===== src/rtl/time_uart_tx_pkg.sv =====
// Shared definitions for the time-of-day UART transmitter.
//   tx_state_t    : serialiser states (IDLE, START, DATA, STOP)
//   ASCII_ZERO    : ASCII code of '0'
//   MSG_BYTES     : bytes per time message (HHMMSS)
//   FRAME_BITS    : bits per 8N1 frame (start + 8 data + stop)
//   CLAMP_MAX     : largest value a two-digit field can show
//   bin_to_digits : binary 0..127 -> {tens, ones}, clamped to 99
package time_uart_tx_pkg;

    typedef enum logic [1:0] {
        ST_IDLE  = 2'd0,
        ST_START = 2'd1,
        ST_DATA  = 2'd2,
        ST_STOP  = 2'd3
    } tx_state_t;

    localparam logic [7:0] ASCII_ZERO = 8'h30;
    localparam int         MSG_BYTES  = 6;
    localparam int         FRAME_BITS = 10;
    localparam logic [6:0] CLAMP_MAX  = 7'd99;

    // Restoring division by 10 with weights 80/40/20/10; the remainder
    // after the last step is the ones digit (always < 10, fits 4 bits).
    function automatic logic [7:0] bin_to_digits(input logic [6:0] v);
        logic [6:0] r;
        logic [3:0] t;
        r = (v > CLAMP_MAX) ? CLAMP_MAX : v;
        t = 4'd0;
        if (r >= 7'd80) begin t[3] = 1'b1; r = r - 7'd80; end
        if (r >= 7'd40) begin t[2] = 1'b1; r = r - 7'd40; end
        if (r >= 7'd20) begin t[1] = 1'b1; r = r - 7'd20; end
        if (r >= 7'd10) begin t[0] = 1'b1; r = r - 7'd10; end
        return {t, r[3:0]};
    endfunction

endpackage


===== src/rtl/time_uart_tx_if.sv =====
// Bus between the clock core and the time transmitter.
//   start              : send request (master -> slave)
//   hour/minute/second : binary time fields (master -> slave)
//   busy               : message in flight (slave -> master)
//   done               : one-cycle completion pulse (slave -> master)
//   uart_tx            : serial line towards the TX pin (slave -> master)
interface time_uart_tx_if;
    logic       start;
    logic [6:0] hour;
    logic [6:0] minute;
    logic [6:0] second;
    logic       busy;
    logic       done;
    logic       uart_tx;

    modport master (
        output start, hour, minute, second,
        input  busy, done, uart_tx
    );

    modport slave (
        input  start, hour, minute, second,
        output busy, done, uart_tx
    );
endinterface


===== src/rtl/time_uart_tx_uart_byte_tx.sv =====
// Single-byte 8N1 serialiser with valid/ready handshake.
//   clk, rst   : clock, async active-high reset
//   valid/data : byte offered for transmission
//   ready      : byte is taken on this edge if valid (idle, or last
//                cycle of the stop bit so frames run back to back)
//   tx         : registered serial output, idles high
//
// state    | meaning
// ---------+-------------------------------------------
// ST_IDLE  | line high, waiting for valid
// ST_START | driving start bit (0) for BIT_CYCLES clocks
// ST_DATA  | driving data bits LSB first, 8 bits
// ST_STOP  | driving stop bit (1); may chain to next byte
module uart_byte_tx
    import time_uart_tx_pkg::*;
#(
    parameter int BIT_CYCLES = 5208
) (
    input  logic       clk,
    input  logic       rst,
    input  logic       valid,
    input  logic [7:0] data,
    output logic       ready,
    output logic       tx
);

    localparam int CW        = ($clog2(BIT_CYCLES) < 13) ? 13 : $clog2(BIT_CYCLES);
    localparam int DATA_BITS = FRAME_BITS - 2;

    localparam logic [CW-1:0] CNT_LAST = CW'(BIT_CYCLES - 1);
    localparam logic [2:0]    BIT_LAST = 3'(DATA_BITS - 1);

    tx_state_t     state, state_n;
    logic [CW-1:0] cnt, cnt_n;
    logic [2:0]    bit_idx, bit_idx_n;
    logic [7:0]    shreg, shreg_n;
    logic          tx_n;
    logic          bit_end;

    always_ff @(posedge clk or posedge rst) begin
        if (rst) begin
            state   <= ST_IDLE;
            cnt     <= '0;
            bit_idx <= '0;
            shreg   <= '0;
            tx      <= 1'b1;
        end else begin
            state   <= state_n;
            cnt     <= cnt_n;
            bit_idx <= bit_idx_n;
            shreg   <= shreg_n;
            tx      <= tx_n;
        end
    end

    always_comb begin
        state_n   = state;
        cnt_n     = cnt;
        bit_idx_n = bit_idx;
        shreg_n   = shreg;
        ready     = 1'b0;
        bit_end   = (cnt == CNT_LAST);

        case (state)
            ST_IDLE: begin
                ready = 1'b1;
                if (valid) begin
                    state_n   = ST_START;
                    cnt_n     = '0;
                    bit_idx_n = '0;
                    shreg_n   = data;
                end
            end
            ST_START: begin
                if (bit_end) begin
                    state_n = ST_DATA;
                    cnt_n   = '0;
                end else begin
                    cnt_n = cnt + CW'(1);
                end
            end
            ST_DATA: begin
                if (bit_end) begin
                    cnt_n     = '0;
                    shreg_n   = shreg >> 1;
                    bit_idx_n = bit_idx + 3'd1;
                    if (bit_idx == BIT_LAST) begin
                        state_n = ST_STOP;
                    end
                end else begin
                    cnt_n = cnt + CW'(1);
                end
            end
            ST_STOP: begin
                if (bit_end) begin
                    ready = 1'b1;
                    cnt_n = '0;
                    if (valid) begin
                        state_n   = ST_START;
                        bit_idx_n = '0;
                        shreg_n   = data;
                    end else begin
                        state_n = ST_IDLE;
                    end
                end else begin
                    cnt_n = cnt + CW'(1);
                end
            end
            default: state_n = ST_IDLE;
        endcase

        // Output is registered from next-state values so the pin never glitches
        // and still changes exactly at the bit boundary.
        case (state_n)
            ST_START: tx_n = 1'b0;
            ST_DATA:  tx_n = shreg_n[0];
            default:  tx_n = 1'b1;
        endcase
    end

endmodule


===== src/rtl/time_uart_tx.sv =====
// Sends the time of day as six ASCII digits "HHMMSS" over 8N1 UART.
//   clk, rst : clock, async active-high reset
//   bus      : slave side of time_uart_tx_if (start, hour, minute,
//              second in; busy, done, uart_tx out)
// Parameters CLK_HZ and BAUD set clocks per bit as CLK_HZ/BAUD.
module time_uart_tx
    import time_uart_tx_pkg::*;
#(
    parameter int CLK_HZ = 50_000_000,
    parameter int BAUD   = 9600
) (
    input  logic            clk,
    input  logic            rst,
    time_uart_tx_if.slave   bus
);

    localparam int         BIT_CYCLES = CLK_HZ / BAUD;
    localparam logic [2:0] BYTE_LAST  = 3'(MSG_BYTES - 1);

    logic [6:0] hour_q, minute_q, second_q;
    logic [2:0] byte_idx;
    logic       busy_q, done_q;

    logic [6:0] src_hour, src_minute, src_second;
    logic [7:0] hour_dig, minute_dig, second_dig;
    logic [2:0] sel;
    logic [3:0] digit;
    logic [7:0] byte_data;
    logic       byte_valid, byte_ready;
    logic       last_byte;

    // When idle the first byte is taken straight from the live inputs so the
    // start bit can begin the cycle after the accepting edge; once busy every
    // byte comes from the latched copy.
    assign src_hour   = busy_q ? hour_q   : bus.hour;
    assign src_minute = busy_q ? minute_q : bus.minute;
    assign src_second = busy_q ? second_q : bus.second;

    assign hour_dig   = bin_to_digits(src_hour);
    assign minute_dig = bin_to_digits(src_minute);
    assign second_dig = bin_to_digits(src_second);

    // byte_idx is the byte on the line; the byte offered is the next one.
    assign sel       = busy_q ? (byte_idx + 3'd1) : 3'd0;
    assign last_byte = (byte_idx == BYTE_LAST);

    always_comb begin
        digit = 4'd0;
        case (sel)
            3'd0:    digit = hour_dig[7:4];
            3'd1:    digit = hour_dig[3:0];
            3'd2:    digit = minute_dig[7:4];
            3'd3:    digit = minute_dig[3:0];
            3'd4:    digit = second_dig[7:4];
            default: digit = second_dig[3:0];
        endcase
    end

    assign byte_data  = ASCII_ZERO + {4'h0, digit};
    assign byte_valid = busy_q ? !last_byte : bus.start;

    // While busy the serialiser is never idle, so ready only rises in the
    // final cycle of a stop bit: that is the byte boundary.
    always_ff @(posedge clk or posedge rst) begin
        if (rst) begin
            hour_q   <= '0;
            minute_q <= '0;
            second_q <= '0;
            byte_idx <= '0;
            busy_q   <= 1'b0;
            done_q   <= 1'b0;
        end else begin
            done_q <= 1'b0;
            if (!busy_q) begin
                if (bus.start) begin
                    hour_q   <= bus.hour;
                    minute_q <= bus.minute;
                    second_q <= bus.second;
                    byte_idx <= '0;
                    busy_q   <= 1'b1;
                end
            end else if (byte_ready) begin
                if (last_byte) begin
                    busy_q   <= 1'b0;
                    done_q   <= 1'b1;
                    byte_idx <= '0;
                end else begin
                    byte_idx <= byte_idx + 3'd1;
                end
            end
        end
    end

    uart_byte_tx #(
        .BIT_CYCLES (BIT_CYCLES)
    ) u_byte_tx (
        .clk   (clk),
        .rst   (rst),
        .valid (byte_valid),
        .data  (byte_data),
        .ready (byte_ready),
        .tx    (bus.uart_tx)
    );

    assign bus.busy = busy_q;
    assign bus.done = done_q;

endmodule


===== src/flat_wrapper.sv =====
// flat-port wrapper written by rule: the top's interface ports become plain ports
module time_uart_tx_flat import time_uart_tx_pkg::*;
#(
    parameter int CLK_HZ = 50_000_000,
    parameter int BAUD   = 9600
)
  (clk, rst, bus_start, bus_hour, bus_minute, bus_second, bus_busy, bus_done, bus_uart_tx);
  time_uart_tx_if bus_i ();
  input  logic clk;
  input  logic rst;
  input wire logic [$bits(bus_i.start)-1:0] bus_start;
  input wire logic [$bits(bus_i.hour)-1:0] bus_hour;
  input wire logic [$bits(bus_i.minute)-1:0] bus_minute;
  input wire logic [$bits(bus_i.second)-1:0] bus_second;
  output wire logic [$bits(bus_i.busy)-1:0] bus_busy;
  output wire logic [$bits(bus_i.done)-1:0] bus_done;
  output wire logic [$bits(bus_i.uart_tx)-1:0] bus_uart_tx;
  assign bus_i.start = bus_start;
  assign bus_i.hour = bus_hour;
  assign bus_i.minute = bus_minute;
  assign bus_i.second = bus_second;
  assign bus_busy = bus_i.busy;
  assign bus_done = bus_i.done;
  assign bus_uart_tx = bus_i.uart_tx;
  time_uart_tx #(.CLK_HZ(CLK_HZ), .BAUD(BAUD)) u_core (.clk(clk), .rst(rst), .bus(bus_i));
endmodule

===== config.mk =====
export PLATFORM = sky130hd
export DESIGN_NAME = time_uart_tx_flat
export DESIGN_NICKNAME = d
export VERILOG_FILES = /design/src/rtl/time_uart_tx_pkg.sv /design/src/rtl/time_uart_tx_if.sv /design/src/rtl/time_uart_tx_uart_byte_tx.sv /design/src/rtl/time_uart_tx.sv /design/src/flat_wrapper.sv
export SDC_FILE = /design/constraint.sdc
export NUM_CORES = 1
export LEC_CHECK = 0
export ABC_AREA = 1
export CAP_MARGIN = 20
export CORE_ASPECT_RATIO = 2
export CORE_MARGIN = 2
export CORE_UTILIZATION = 45
export CTS_BUF_LIST = sky130_fd_sc_hd__clkbuf_4 sky130_fd_sc_hd__clkbuf_8 sky130_fd_sc_hd__clkbuf_16
export DETAILED_ROUTE_END_ITERATION = 6
export PLACE_DENSITY_LB_ADDON = 0.1
export SKIP_LAST_GASP = 1
export SYNTH_ARGS = -nofsm -noshare
export SYNTH_HDL_FRONTEND = slang
export SYNTH_SLANG_ARGS = --single-unit
export TNS_END_PERCENT = 100

===== constraint.sdc =====
create_clock -name clk -period 5.9 [get_ports clk]
set_clock_uncertainty 0.2 [all_clocks]
set_input_delay 0.59 -clock clk [delete_from_list [all_inputs] [get_ports clk]]
set_output_delay 0.59 -clock clk [all_outputs]
set_load 0.1 [all_outputs]

==> results of run 1 <==
==> routing by layer <==
layer	GRT usage, %	up-vias	part of all wire, %
met1	26.5	1772	48
met3	2.31	12	1.9
met5	0	-	0
li1	-	2166	-
met4	6.99	0	2.0
met2	33.7	45	48
==> through the flow <==
step	util (%)	cells	hold slack, ns	cell area (µm²)
4_1_cts	50.9	784	0.293	4870
6_report	50.9	784	0.289	4870
2_1_floorplan	-	650	0.248	4380
3_5_place_dp	49.4	776	0.273	4730
5_1_grt	50.9	784	0.306	4870
3_3_place_gp	49.4	776	0.266	4730
==> cell families after synthesis <==
kind of cell,after synthesis,synth area share [%]
AO/OA/AOI/OAI,131,17.7
XOR/XNOR,4,0.800
adder cells (fa/ha/maj),20,5.72
buffers and inverters,130,11.9
flip-flops,53,30.3
multiplexers,5,1.46
AND/OR/NAND/NOR,307,32.0
==> cells in the mapped netlist (2+ instances only) <==
cell	number	area share, %
sky130_fd_sc_hd__inv_1	113	9.7
sky130_fd_sc_hd__ha_1	20	5.7
sky130_fd_sc_hd__nand4_1	10	1.4
sky130_fd_sc_hd__o21ai_2	7	1.4
sky130_fd_sc_hd__o21ai_1	10	1.1
sky130_fd_sc_hd__a31oi_1	2	0.29
sky130_fd_sc_hd__a21oi_1	34	3.9
sky130_fd_sc_hd__clkbuf_1	4	0.34
sky130_fd_sc_hd__o21bai_1	2	0.34
sky130_fd_sc_hd__a2111oi_0	2	0.40
sky130_fd_sc_hd__nand2_4	2	0.51
sky130_fd_sc_hd__xnor2_1	3	0.60
sky130_fd_sc_hd__nor4_1	6	0.86
sky130_fd_sc_hd__a21oi_2	2	0.40
sky130_fd_sc_hd__nand2_1	161	14
sky130_fd_sc_hd__nand2_2	21	3.0
sky130_fd_sc_hd__o211ai_1	2	0.34
sky130_fd_sc_hd__o21ai_0	52	5.9
sky130_fd_sc_hd__buf_6	4	1.0
sky130_fd_sc_hd__o22ai_1	2	0.29
sky130_fd_sc_hd__a32o_1	2	0.46
sky130_fd_sc_hd__nor2_1	45	3.9
sky130_fd_sc_hd__nand3_1	42	4.8
sky130_fd_sc_hd__dfrtp_1	52	30
sky130_fd_sc_hd__mux2i_1	3	0.69
sky130_fd_sc_hd__nand3_2	8	1.8
sky130_fd_sc_hd__inv_2	8	0.69
sky130_fd_sc_hd__nor3_1	5	0.57
sky130_fd_sc_hd__a22oi_1	3	0.51
==> power groups by stage <==
stage | sequential [µW] | clock [µW] | combinational [µW]
2_1_floorplan | 397 | 0 | 387
3_3_place_gp | 399 | 0 | 480
3_5_place_dp | 400 | 0 | 483
4_1_cts | 392 | 323 | 486
5_1_grt | 394 | 336 | 558
6_report | 392 | 308 | 485
==> sequential cells by signal, indices dropped and copies added, names as in the netlist <==
| signal | count |
|---|---|
| u_core.byte_idx | 3 |
| u_core.u_byte_tx.shreg | 8 |
| u_core.bus.done | 1 |
| u_core.hour_q | 7 |
| u_core.u_byte_tx.cnt | 13 |
| u_core.u_byte_tx.bit_idx | 3 |
| u_core.u_byte_tx.state | 2 |
| u_core.bus.busy | 1 |
| u_core.minute_q | 7 |
| u_core.u_byte_tx.tx | 1 |
| u_core.second_q | 7 |
==> final timing paths <==
path / startpoint / depth (start not counted) / end
min in group asynchronous: rst / 3 / u_core.u_byte_tx.cnt[5]
setup reg to reg: u_core.bus.busy / 29 / u_core.u_byte_tx.shreg[2]
setup / recovery: u_core.bus.busy / 29 / u_core.u_byte_tx.shreg[2]
hold / removal: u_core.hour_q[1] / 2 / u_core.hour_q[1]
max in group asynchronous: rst / 3 / u_core.second_q[3]
hold reg to reg: u_core.hour_q[1] / 2 / u_core.hour_q[1]
==> area by class of cell <==
| type | count | share of cell area [%] |
|---|---|---|
| Inverter | 121 | 9.32 |
| Sequential cell | 53 | 27.2 |
| Clock inverter | 2 | 0.282 |
| Clock buffer | 6 | 2.72 |
| Timing Repair Buffer | 29 | 5.80 |
| Tap cell | 106 | 2.72 |
| Multi-Input combinational cell | 467 | 51.9 |
==> cell usage in the layout, fill, tap and decap left out, types with 2 or more instances in the layout <==
cell	count
sky130_fd_sc_hd__nor3_1	5
sky130_fd_sc_hd__a2111oi_0	2
sky130_fd_sc_hd__a31oi_1	2
sky130_fd_sc_hd__nor2_1	45
sky130_fd_sc_hd__buf_4	3
sky130_fd_sc_hd__clkdlybuf4s50_1	26
sky130_fd_sc_hd__a22oi_1	3
sky130_fd_sc_hd__nand3_1	42
sky130_fd_sc_hd__nand2_2	21
sky130_fd_sc_hd__o22ai_1	2
sky130_fd_sc_hd__o21bai_1	2
sky130_fd_sc_hd__clkbuf_16	5
sky130_fd_sc_hd__nor4_1	6
sky130_fd_sc_hd__o21ai_0	52
sky130_fd_sc_hd__o21ai_1	10
sky130_fd_sc_hd__nand2_4	2
sky130_fd_sc_hd__inv_1	112
sky130_fd_sc_hd__o211ai_1	2
sky130_fd_sc_hd__xnor2_1	3
sky130_fd_sc_hd__a21oi_1	34
sky130_fd_sc_hd__a32o_1	2
sky130_fd_sc_hd__nand4_1	10
sky130_fd_sc_hd__mux2i_1	3
sky130_fd_sc_hd__nand3_2	8
sky130_fd_sc_hd__dfrtp_1	52
sky130_fd_sc_hd__o21ai_2	7
sky130_fd_sc_hd__inv_2	9
sky130_fd_sc_hd__nand2_1	161
sky130_fd_sc_hd__ha_1	20
sky130_fd_sc_hd__a21oi_2	2
==> critical path, delay by kind of cell, from the launching register on <==
| kind | cells | cell delay (ns) |
|---|---|---|
| buf+inv | 4 | 0.58 |
| flops | 1 | 0.49 |
| simple gates | 17 | 1.63 |
| compound gates | 5 | 1.00 |
| fa+ha+maj | 3 | 0.64 |
==> results.md, run 1 <==
* Data required time at the worst endpoint at 5.90 ns
* Mapped Area at around 4400 µm²
* Number of enable-type register cells in the synthesized netlist at 0
* Maximum VDD drop at roughly 0.00019 V
* Antenna fix cells at 0
* Number of buffers added to fix hold violations after cts at 0
* Syn avg cell area at 6.74 µm²
* Area growth, synth to finish at 11.3%
* Time the worst path needs with I/O delays and setup at 4.67 ns
* Pint at 722 µW
* Top Ports at 27
* Multi-input combinational cell area at 2530 µm²
* Reported max-cap violation count at 0
* Area of the placeable core at 9570 µm²
* Sequential cell area fraction in the yosys report at 30.3%
* Net switching power of the design at about 460 µW
* Setup crit start kind: register
* Length of the first detailed-routing pass in iterations at 4
* Grt ovf at 0
* Total area of sequential cells at approximately 1300 µm²
* Highest achievable clock rate at around 0.21 GHz
* Wire length of the first global-routing pass at 17100 µm
* Post-CTS resize count at 0
* Power per unit of standard cell area at about 240 nW/µm²
* DR vias at between 3000 and 4000
* Synth unique cells at 52
* HPWL Detailed at 7780 µm
* Switching portion of total power at 39.1%
* RSZ-0062 raised after global routing: no
* Number of pins exceeding their max-slew limit in the final report at 0
* Start-to-end type of the worst setup path: register to register
* Count of buffers from port buffering at 26
* Largest net degree at the start of global routing at 54
* Count of routing violations after the opening detailed-route iteration at 163
* DRC violations left at 0
* Remaining antenna violation count at 0
* Critical path's slowest cell: sky130_fd_sc_hd__dfrtp_1
* Syn nets at ~690
* Overall routed net length at around 9800 µm
* Num CTS Buffers at 5
* Reg2reg setup slack at ~1.2 ns
* Ys async rst share at between 90% and 100%
* Routed WL per cell at around 13 µm
* CTS clk-pin slew, worst paths at 0.07 ns
* Endpoint type of the worst setup path: register
* Portion of total power attributed to sequential cells at about a third
* Class of the most critical hold timing path: register to register
* Via count of the first global-routing pass at around 3800
* Number of levels in the clock H-tree at 2
* CP max stage delay at slightly below 0.5 ns
* Clock sink count at 53
* Clock latency of the later-clocked register in the worst-skew pair at 0.30 ns
* Fraction of the cycle the final worst path needs at just under 80%
* Instance count of the mapped netlist at 650
* Part of the power in combinational logic at 40.9%
* Arrival time at the worst endpoint at 4.67 ns
* Buffer type at the clock tree root: sky130_fd_sc_hd__clkbuf_16
* Initial antenna violation count at 0
* Floorplan row count at just over 50
* Starting utilization of the core area at about 46%
* Final setup fails at 0
* Die boundary height at about 140 µm
* Tightest Pin Transition at ~0.97 ns
* Fraction of layout instances using a drive strength above 1 at roughly a tenth
* FF+latch count, synth at 53
* Pre-CTS setup slack at approximately 1.1 ns
* Post-route setup slack at between 1 and 1.5 ns
* Post-route total power at about 1200 µW
* Chip width at between 70 and 80 µm
* Number of warnings issued by yosys at 0
* Final Net Count at ~720
* Placer's final routability congestion estimate at just under 1
* CTS tree: done
* Part of the power in the clock network at a little over a quarter
* Average vias per placed instance at 5.10
* Total setup buffers inserted after CTS at 0
* Outcome: complete, no violations
* Most numerous cell on the critical path: sky130_fd_sc_hd__nand2_1
* Relative slew slack at roughly a third
* Filler cells at just under 1000
* Worst-path fanout max at 35
* Leakage power figure at around 0.0025 µW
* Setup Total Neg Slack at 0 ns
* Endpoints failing hold at 0
* Leading register cell type out of synthesis: sky130_fd_sc_hd__dfrtp_1
* Global-route usage over all layers at between 20% and 30%
* Number of buffers between clock root and the deepest sink at 2
* Die ar. at approximately 11000 µm²
No activity file was read; power rests on OpenSTA's default activity.
==> inputs of run 2 (changes only) <==
Clock period 5.9 ns to 3.8 ns, I/O delays scaled along.
==> results.md, run 2 (synthesis gave the netlist of run 1 again) <==
* Endpoints failing hold at 0 (unchanged)
* CTS tree: done
* Arrival time at the worst endpoint at 3.79 ns (-0.88 ns)
* Reg2reg setup slack at -0.02 ns (-1.25 ns)
* Die boundary height at 143 µm (unchanged)
* Buffer type at the clock tree root: sky130_fd_sc_hd__clkbuf_16
* Reported max-cap violation count at 0 (unchanged)
* CP max stage delay at 0.52 ns (+0.03 ns)
* Maximum VDD drop at 0.000283 V (+46%)
* DR vias at 4449 (+11%)
* Filler cells at 869 (-10%)
* Worst reg2reg startpoint: u_core.bus.busy
* Number of levels in the clock H-tree at 2 (unchanged)
* Wire length of the first global-routing pass at 18300 µm (+7.4%)
* Average vias per placed instance at 5.19 (+1.9%)
* Worst hold path startpoint: u_core.u_byte_tx.shreg[2]
* Initial antenna violation count at 0 (unchanged)
* Endpoint of the worst hold path: u_core.u_byte_tx.shreg[2]
* Floorplan row count at 51 (unchanged)
* Remaining antenna violation count at 0 (unchanged)
* Area growth, synth to finish at 33.5%
* Placed Cells incl. Taps at 831 (+7.1%)
* Start-to-end type of the worst setup path: register to register
* DRC violations left at 0 (unchanged)
* Final Net Count at 794 (+10%)
* Power per unit of standard cell area at 396 nW/µm² (+63%)
* Outcome: finished, violations left
* CTS clk-pin slew, worst paths at 0.08 ns (about the same)
* Setup Total Neg Slack at -0.0283 ns (-0.0283 ns)
* Worst R2R End: u_core.u_byte_tx.shreg[1]
* Starting utilization of the core area at 45.7% (unchanged)
* Via count of the first global-routing pass at 4202 (+12%)
* Fraction of layout instances using a drive strength above 1 at 26.9% (+17 points)
* Data required time at the worst endpoint at 3.78 ns (-2.12 ns)
* Number of flip-flops under the largest register name at 13 (unchanged)
* Multi-input combinational cell area at 2860 µm² (+13%)
* Failing checks: setup timing
* Total area of sequential cells at 1330 µm² (about the same)
* FF-to-FF path depth at 32 (+10%)
* Chip width at 73.7 µm (unchanged)
* Clock latency of the later-clocked register in the worst-skew pair at 0.30 ns (about the same)
* Length of the first detailed-routing pass in iterations at 5 (+1)
* Top Ports at 27 (unchanged)
* Final setup fails at 2 (+2)
* Worst-path fanout max at 7 (-80%)
* Antenna fix cells at 0 (unchanged)
* Time the worst path needs with I/O delays and setup at 3.82 ns (-0.852 ns)
* Overall routed net length at 11100 µm (+13%)
* Post-route setup slack at -0.0171 ns (-1.25 ns)
* Number of pins exceeding their max-slew limit in the final report at 0 (unchanged)
* Commonest non-fill, non-tap cells in the layout: 138 x sky130_fd_sc_hd__nand2_1, 106 x sky130_fd_sc_hd__inv_1, 69 x sky130_fd_sc_hd__buf_4
* Clock sink count at 53 (unchanged)
* Num CTS Buffers at 5 (unchanged)
* RSZ-0062 raised after global routing: yes
* Placer's final routability congestion estimate at 0.857 (-11%)
* Instance count along the most critical hold path at 2 (unchanged)
* Commonest non-fill, non-tap cell in the layout: sky130_fd_sc_hd__nand2_1
* Highest achievable clock rate at 0.262 GHz (+22%)
* Final cell count without fillers at 857 (+9.3%)
* Fraction of the cycle the final worst path needs at 100% (+21 points)
* Relative slew slack at 35.0% (-0.26 points)
* Largest net degree at the start of global routing at 43 (-20%)
* Grt ovf at 0 (unchanged)
* Class of the most critical hold timing path: register to register
* Tightest Pin Transition at 0.972 ns (+0.00396 ns)
* HPWL Detailed at 8130 µm (+4.5%)
* Leakage power figure at 0.00298 µW (+17%)
* Count of buffers from port buffering at 26 (unchanged)
* Area of the placeable core at 9570 µm² (unchanged)
* Routed WL per cell at 13.0 µm (+3.6%)
* Critical path's slowest cell: sky130_fd_sc_hd__dfrtp_2
* Setup crit start kind: register
* Post-route total power at 2320 µW (+95%)
* Register name with the most flops: u_core.u_byte_tx.cnt
* Global-route usage over all layers at 21.6% (+1.4 points)
* Die ar. at 10600 µm² (unchanged)
* Count of routing violations after the opening detailed-route iteration at 202 (+24%)
* Registers with the highest flip-flop counts: u_core.u_byte_tx.cnt: 13 flops, u_core.u_byte_tx.shreg: 8 flops
* Number of buffers between clock root and the deepest sink at 2 (unchanged)
* Endpoint type of the worst setup path: register
-- run 2: cell count changes in the layout (fill, tap and decap cells not counted), moves of 7 or more --
cell / before / now
sky130_fd_sc_hd__nand2_4: 2 / 10
sky130_fd_sc_hd__nand2_2: 21 / 36
sky130_fd_sc_hd__buf_4: 3 / 69
sky130_fd_sc_hd__ha_1: 20 / 13
sky130_fd_sc_hd__nand3_1: 42 / 34
sky130_fd_sc_hd__nand2_1: 161 / 138
-- run 2: per-stage QoR --
step | utilization [%] | setup WS, ns | hold WS [ns] | instance area, µm²
global placement | 54.7 | -0.210 | 0.263 | 5230
floorplan | - | -0.126 | 0.248 | 4470
detailed placement | 54.7 | -0.247 | 0.270 | 5230
finish | 61.0 | -0.0171 | 0.283 | 5840
CTS | 58.0 | -0.00939 | 0.288 | 5550
global route | 61.0 | -0.260 | 0.304 | 5840
-- run 2: critical path: cells and delay by family, from the launching register on --
family	cells	cell delay, ns
simple gates	18	1.34
flops	1	0.52
compound gates	3	0.34
fa+ha+maj	2	0.36
buf+inv	9	0.91
-- run 2: power by group --
part           switching [µW]  internal, µW  total [µW]
logic                     629           533        1160
registers                19.5           593         612
clock network             228           313         541
-- run 2: layout make-up --
type	instances	area share [%]
clock buffers	5	2.14
clock inverters	3	0.749
inverters	121	7.90
multi-input cells	467	48.9
flip-flops and latches	53	22.7
well taps	106	2.27
repair buffers	102	15.3
-- run 2: routing by layer --
layer  up-vias  wire [µm]  global-route usage, %
li1       2322          -                      -
met1      2040       4930                   27.9
met2        73       5710                   36.4
met3        14        279                   2.31
met4         0        221                   7.85
met5         -          0                      0
-- run 2: what timing repair did --
action	4_1_cts	5_1_grt
endpoints found under the setup margin	5	5
gates resized for setup	9	60
gates cloned	2	0
buffers inserted	7	10
pin swaps	8	51
hold buffers	0	0
-- run 2: worst max path at each step --
stage | from | endpoint | slack [ns] | depth (start not counted)
after floorplan | u_core.bus.busy | u_core.u_byte_tx.shreg[2] | -0.13 | 32
after global placement | bus_second[6] | u_core.u_byte_tx.shreg[2] | -0.21 | 32
after detailed placement | bus_second[6] | u_core.u_byte_tx.tx | -0.25 | 33
after CTS | u_core.bus.busy | u_core.u_byte_tx.tx | -0.009 | 32
after global routing | u_core.bus.busy | u_core.u_byte_tx.shreg[2] | -0.26 | 32
final | u_core.bus.busy | u_core.u_byte_tx.shreg[1] | -0.02 | 32
==> edit 1: new RTL, config.mk and constraints of run 2 <==
`BAUD` is set to 9600 in 2 places; all go to 38400.
--- a/src/rtl/time_uart_tx.sv
+++ b/src/rtl/time_uart_tx.sv
@@ -7,7 +7,7 @@
     import time_uart_tx_pkg::*;
 #(
     parameter int CLK_HZ = 50_000_000,
-    parameter int BAUD   = 9600
+    parameter int BAUD   = 38400
 ) (
     input  logic            clk,
     input  logic            rst,
--- a/src/flat_wrapper.sv
+++ b/src/flat_wrapper.sv
@@ -2,7 +2,7 @@
 module time_uart_tx_flat import time_uart_tx_pkg::*;
 #(
     parameter int CLK_HZ = 50_000_000,
-    parameter int BAUD   = 9600
+    parameter int BAUD   = 38400
 )
   (clk, rst, bus_start, bus_hour, bus_minute, bus_second, bus_busy, bus_done, bus_uart_tx);
   time_uart_tx_if bus_i ();
Formal check against the unedited RTL: same outputs for any inputs over 10 cycles, from zero or initial values and one cycle with rst high; that may be too few to reach the edited logic, so the function may still have changed.
==> edit 1 against run 2 <==
Core utilization down 0.71 points; sequential cell count unchanged; sequential share of layout area about the same; cell count up 4.1%; largest cell class unchanged; setup slack better by 0.036 ns; power about the same; via count up 2.8%; clock power down 11%; routed wire length up 13%; synthesized area up 1.8%; final area up 0.15%.
==> edit 1: results (changes against run 2) <==
outcome=finished, final reports clean; WP data arrival=3.81 ns (+0.02 ns); post-synth cell types=50 (-3.8%); DR pass1 iterations=4 (-1); Slew @ Worst Pin=0.963 ns (-0.00845 ns); Synth Area per Inst=6.67 µm² (-0.94%); pin count of the biggest net entering global routing=45 (+4.7%); worst ir drop on vdd=0.000221 V (-22%); WL per Instance=14.1 µm (+8.1%); top sig layer=met4; CP Max Fanout=8 (+1); Layout Nets=804 (+1.3%); Post-Route M1 WL=4.39 mm (-11%); global-route wire length before repair=19.4 mm (+5.9%); Mapped Nets=713 (+2.7%); total number of vias=4,572 (+2.8%); Synth area leaders=dfrtp_1 (29%), nand2_1 (16%), inv_1 (8.9%), ha_1 (5.9%), o21ai_0 (5.5%); Synth top cells by count=nand2_1 (185), inv_1 (106), dfrtp_1 (52), o21ai_0 (49), nor2_1 (47); Pleak=0.00305 µW (+2.3%); GRT Overall Usage=23.1% (+1.6 points); Yosys Warn Count=0 (unchanged); DRT iter0 DRCs=201 (-0.50%); layout cell share with drive strength beyond 1=26.3% (-0.58 points); via count of the first global-routing pass=4,519 (+7.5%); path depth of the worst reg2reg path=33 (+3.1%); H-tree lvl count=2 (unchanged); Tightest Hold Check Type=in2async; Placed Cells=866 (+4.2%); final std cells w/o fill=892 (+4.1%); routed wl met2=7.22 mm (+26%); post-synthesis sequential area ratio=29.8% (-0.54 points); Placer Congestion=0.909 (+6.1%); met3 wire length=228 µm (-18%); DP HPWL=9.34 mm (+15%)
-- edit 1: cell count changes after synthesis, moves of 4 or more --
cell / change
inv_2: +5
nor3_1: +4
nand2_1: +24
inv_1: -7
nand3_1: -4
a21oi_1: -10
-- edit 1: stage by stage --
stage | worst slack, ns | power, µW | TNS, ns | cell area (µm²) | hold slack (ns)
6_report | 0.0192 | 2310 | 0 | 5850 | 0.133
5_1_grt | -0.220 | 2470 | -0.710 | 5850 | 0.178
4_1_cts | 0.00575 | 2110 | 0 | 5460 | 0.287
3_5_place_dp | -0.306 | 1630 | -1.15 | 5250 | 0.268
3_3_place_gp | -0.246 | 1600 | -0.714 | 5250 | 0.262
2_1_floorplan | -0.208 | 1290 | -0.496 | 4510 | 0.248
-- edit 1: path summary, 6_finish.rpt --
check	slack, ns	to
worst min register to register	0.29	u_core.u_byte_tx.shreg[1]
max in group asynchronous	2.64	u_core.u_byte_tx.cnt[12]
min in group clk	0.29	u_core.u_byte_tx.shreg[1]
worst min-delay path	0.13	u_core.second_q[3]
worst max register to register	0.02	u_core.u_byte_tx.tx
worst max-delay path	0.02	u_core.u_byte_tx.tx
-- edit 1: final cells by class --
| type | instances | area [µm²] |
|---|---|---|
| sequential | 53 | 1330 |
| inverter | 119 | 454 |
| timing repair buffer | 94 | 843 |
| multi-input combinational | 486 | 2910 |
| tap | 132 | 165 |
| clock inverter | 3 | 21.3 |
| fill | 903 | 3850 |
| clock buffer | 5 | 125 |
-- edit 1: cells by family after synthesis --
family | Yosys count | synth area share [%]
AOI/OAI and AO/OA | 122 | 16.6
adders and majority gates | 21 | 5.90
muxes | 5 | 1.26
DFF | 53 | 29.8
xor gates and xnor gates | 3 | 0.590
and+or+nand+nor | 335 | 34.3
buffers and inverters | 129 | 11.5
-- edit 1: worst reg2reg max path: cells and delay by family (launching register included) --
family | cells | cell delay, ns
adders and majority gates | 3 | 0.57
buffers and inverters | 4 | 0.46
DFF | 1 | 0.49
and+or+nand+nor | 26 | 1.99
-- edit 1: repair_timing --
| item | in CTS | in global routing |
|---|---|---|
| pin swaps | 1 | 52 |
| endpoints found under the setup margin | 4 | 5 |
| gates resized for setup | 5 | 62 |
| setup buffers | 2 | 13 |
| hold buffers | 0 | 0 |
| cloned | 1 | 1 |
-- edit 1: power by group --
part / leakage (µW) / switching, µW / internal, µW / total (µW)
Clock: 0.0000702 / 234 / 247 / 481
Combinational: 0.00235 / 691 / 525 / 1220
Sequential: 0.000630 / 21.9 / 594 / 615
Total: 0.00305 / 948 / 1370 / 2310
-- edit 1: layer usage --
layer  vias up  track usage, %
met5         -               0
met4         0            13.0
met3        49            1.80
met2        91            45.6
met1      2092            22.1
li1       2340               -
==> edit 2: new RTL, flow settings as in run 2 <==
Without the edit above. Make the reset (`rst`) synchronous in 2 clocked blocks. Comments in the files are not updated.
--- a/src/rtl/time_uart_tx_uart_byte_tx.sv
+++ b/src/rtl/time_uart_tx_uart_byte_tx.sv
@@ -37,7 +37,7 @@
     logic          tx_n;
     logic          bit_end;
 
-    always_ff @(posedge clk or posedge rst) begin
+    always_ff @(posedge clk) begin
         if (rst) begin
             state   <= ST_IDLE;
             cnt     <= '0;
--- a/src/rtl/time_uart_tx.sv
+++ b/src/rtl/time_uart_tx.sv
@@ -61,7 +61,7 @@
 
     // While busy the serialiser is never idle, so ready only rises in the
     // final cycle of a stop bit: that is the byte boundary.
-    always_ff @(posedge clk or posedge rst) begin
+    always_ff @(posedge clk) begin
         if (rst) begin
             hour_q   <= '0;
             minute_q <= '0;
Function: differs if rst is asserted again (counterexample within 4 cycles, from zero or initial values and one cycle with rst high); with rst held inactive, the same outputs for 10 cycles.
==> edit 2 against run 2 <==
The flow still finishes with violations (setup timing); die area decreased by 0.30%; setup slack got worse by 0.31 ns; count of clock-buffer cells in the layout is the same; critical endpoint is now u_core.u_byte_tx.shreg[0]; final area grew 11%; sequential cell count stayed put; synthesized area fell by 0.31%; critical path depth grew 5; routed wire length grew 34%; power increased by 35%.
==> edit 2: results (changes against run 2) <==
DRT iter0 DRCs=167 (-17%); final WL=14.9 mm (+34%); worst ir drop on vdd=0.000290 V (+2.4%); Slowest-stage cell, CP=dfxtp_4; failing checks=setup timing; Synth top cells by count=nand2_1 (179), inv_1 (109), nor2_1 (63), nand3_1 (62), dfxtp_1 (53); XOR/XNOR Fraction of Synth Area=0.803% (+0.0025 points); mux share of post-synthesis cell area=0.229% (-1.2 points); outcome=finished, violations left; Placed Cells=923 (+11%); initial antenna violation count=0 (unchanged); Mapped Nets=758 (+9.2%); Pleak=0.00315 µW (+5.8%); ys async rst share=0% (-100 points); setup TNS=-1.45 ns (-1.42 ns); pin count of the biggest net entering global routing=26 (-40%); Final Setup Violations=5 (+3); CP Max Fanout=6 (-1); Slew @ Worst Pin=0.988 ns (+0.0162 ns); Synth area leaders=dfxtp_1 (24%), nand2_1 (15%), inv_1 (9.4%), nand3_1 (7.1%), ha_1 (5.7%); post-route worst setup slack=-0.330 ns (-0.313 ns); Synth Area in Compound Gates=16.7% (-1.1 points); Placer Congestion=0.910 (+6.2%); WP data arrival=4.09 ns (+0.30 ns); Adder-Cell Fraction of Synth Area=5.73% (+0.018 points); post-synthesis sequential area ratio=24.3% (-6.0 points); Layout Nets=932 (+17%); n_diodes=0 (unchanged); DR pass1 iterations=5 (unchanged); DP HPWL=10.2 mm (+25%); GRT Overall Usage=27.2% (+5.6 points); Area after DPL=0.00548 mm² (+4.7%); total number of vias=5,340 (+20%); Tightest Hold Check Type=in2reg; Fillers=790 (-9.1%); CTS clock-pin slew for the worst setup and hold paths=0.08 ns (about the same); Synth Flop Type=dfxtp_1
## edit 2: routing by layer
layer	part of all wire [%]	GRT usage (%)	up-vias
li1	-	-	2660
met1	35	24.5	2491
met2	57	55.8	130
met3	2.4	2.68	59
met4	5.6	13.0	0
met5	0	0	-
## edit 2: power by group
part | total [µW] | switching [µW] | internal [µW]
logic | 2020 | 1080 | 940
registers | 631 | 35.7 | 595
clock network | 478 | 232 | 246
total | 3130 | 1350 | 1780
## edit 2: cell type report
type                    count  area, µm²  share of cell area, %
clock inverters             3       21.3                  0.327
multi-input cells         525       3120                   48.0
clock buffers               5        125                   1.93
repair buffers            183       1580                   24.3
well taps                 104        130                   2.00
flip-flops and latches     53       1060                   16.4
inverters                 120        460                   7.09
## edit 2: final timing paths
kind / to / slack [ns] / from / cells after the start
worst max-delay path: u_core.u_byte_tx.shreg[0] / -0.33 / u_core.bus.busy / 37
worst min-delay path: u_core.second_q[6] / 0.25 / bus_second[6] / 3
worst max register to register: u_core.u_byte_tx.shreg[0] / -0.33 / u_core.bus.busy / 37
worst min register to register: u_core.u_byte_tx.shreg[7] / 0.26 / u_core.u_byte_tx.shreg[7] / 2
## edit 2: critical path: cells and delay by family, from the launching register on
family / cells / cell delay [ns]
AO/OA/AOI/OAI: 2 / 0.21
adder cells (fa/ha/maj): 2 / 0.43
buffers and inverters: 6 / 0.63
flip-flops: 1 / 0.47
AND/OR/NAND/NOR: 27 / 2.01
## edit 2: repair_timing
item	CTS	global route
setup buffers	34	25
cloned	1	2
endpoints found under the setup margin	5	5
resized for setup	29	63
pin swaps	34	60
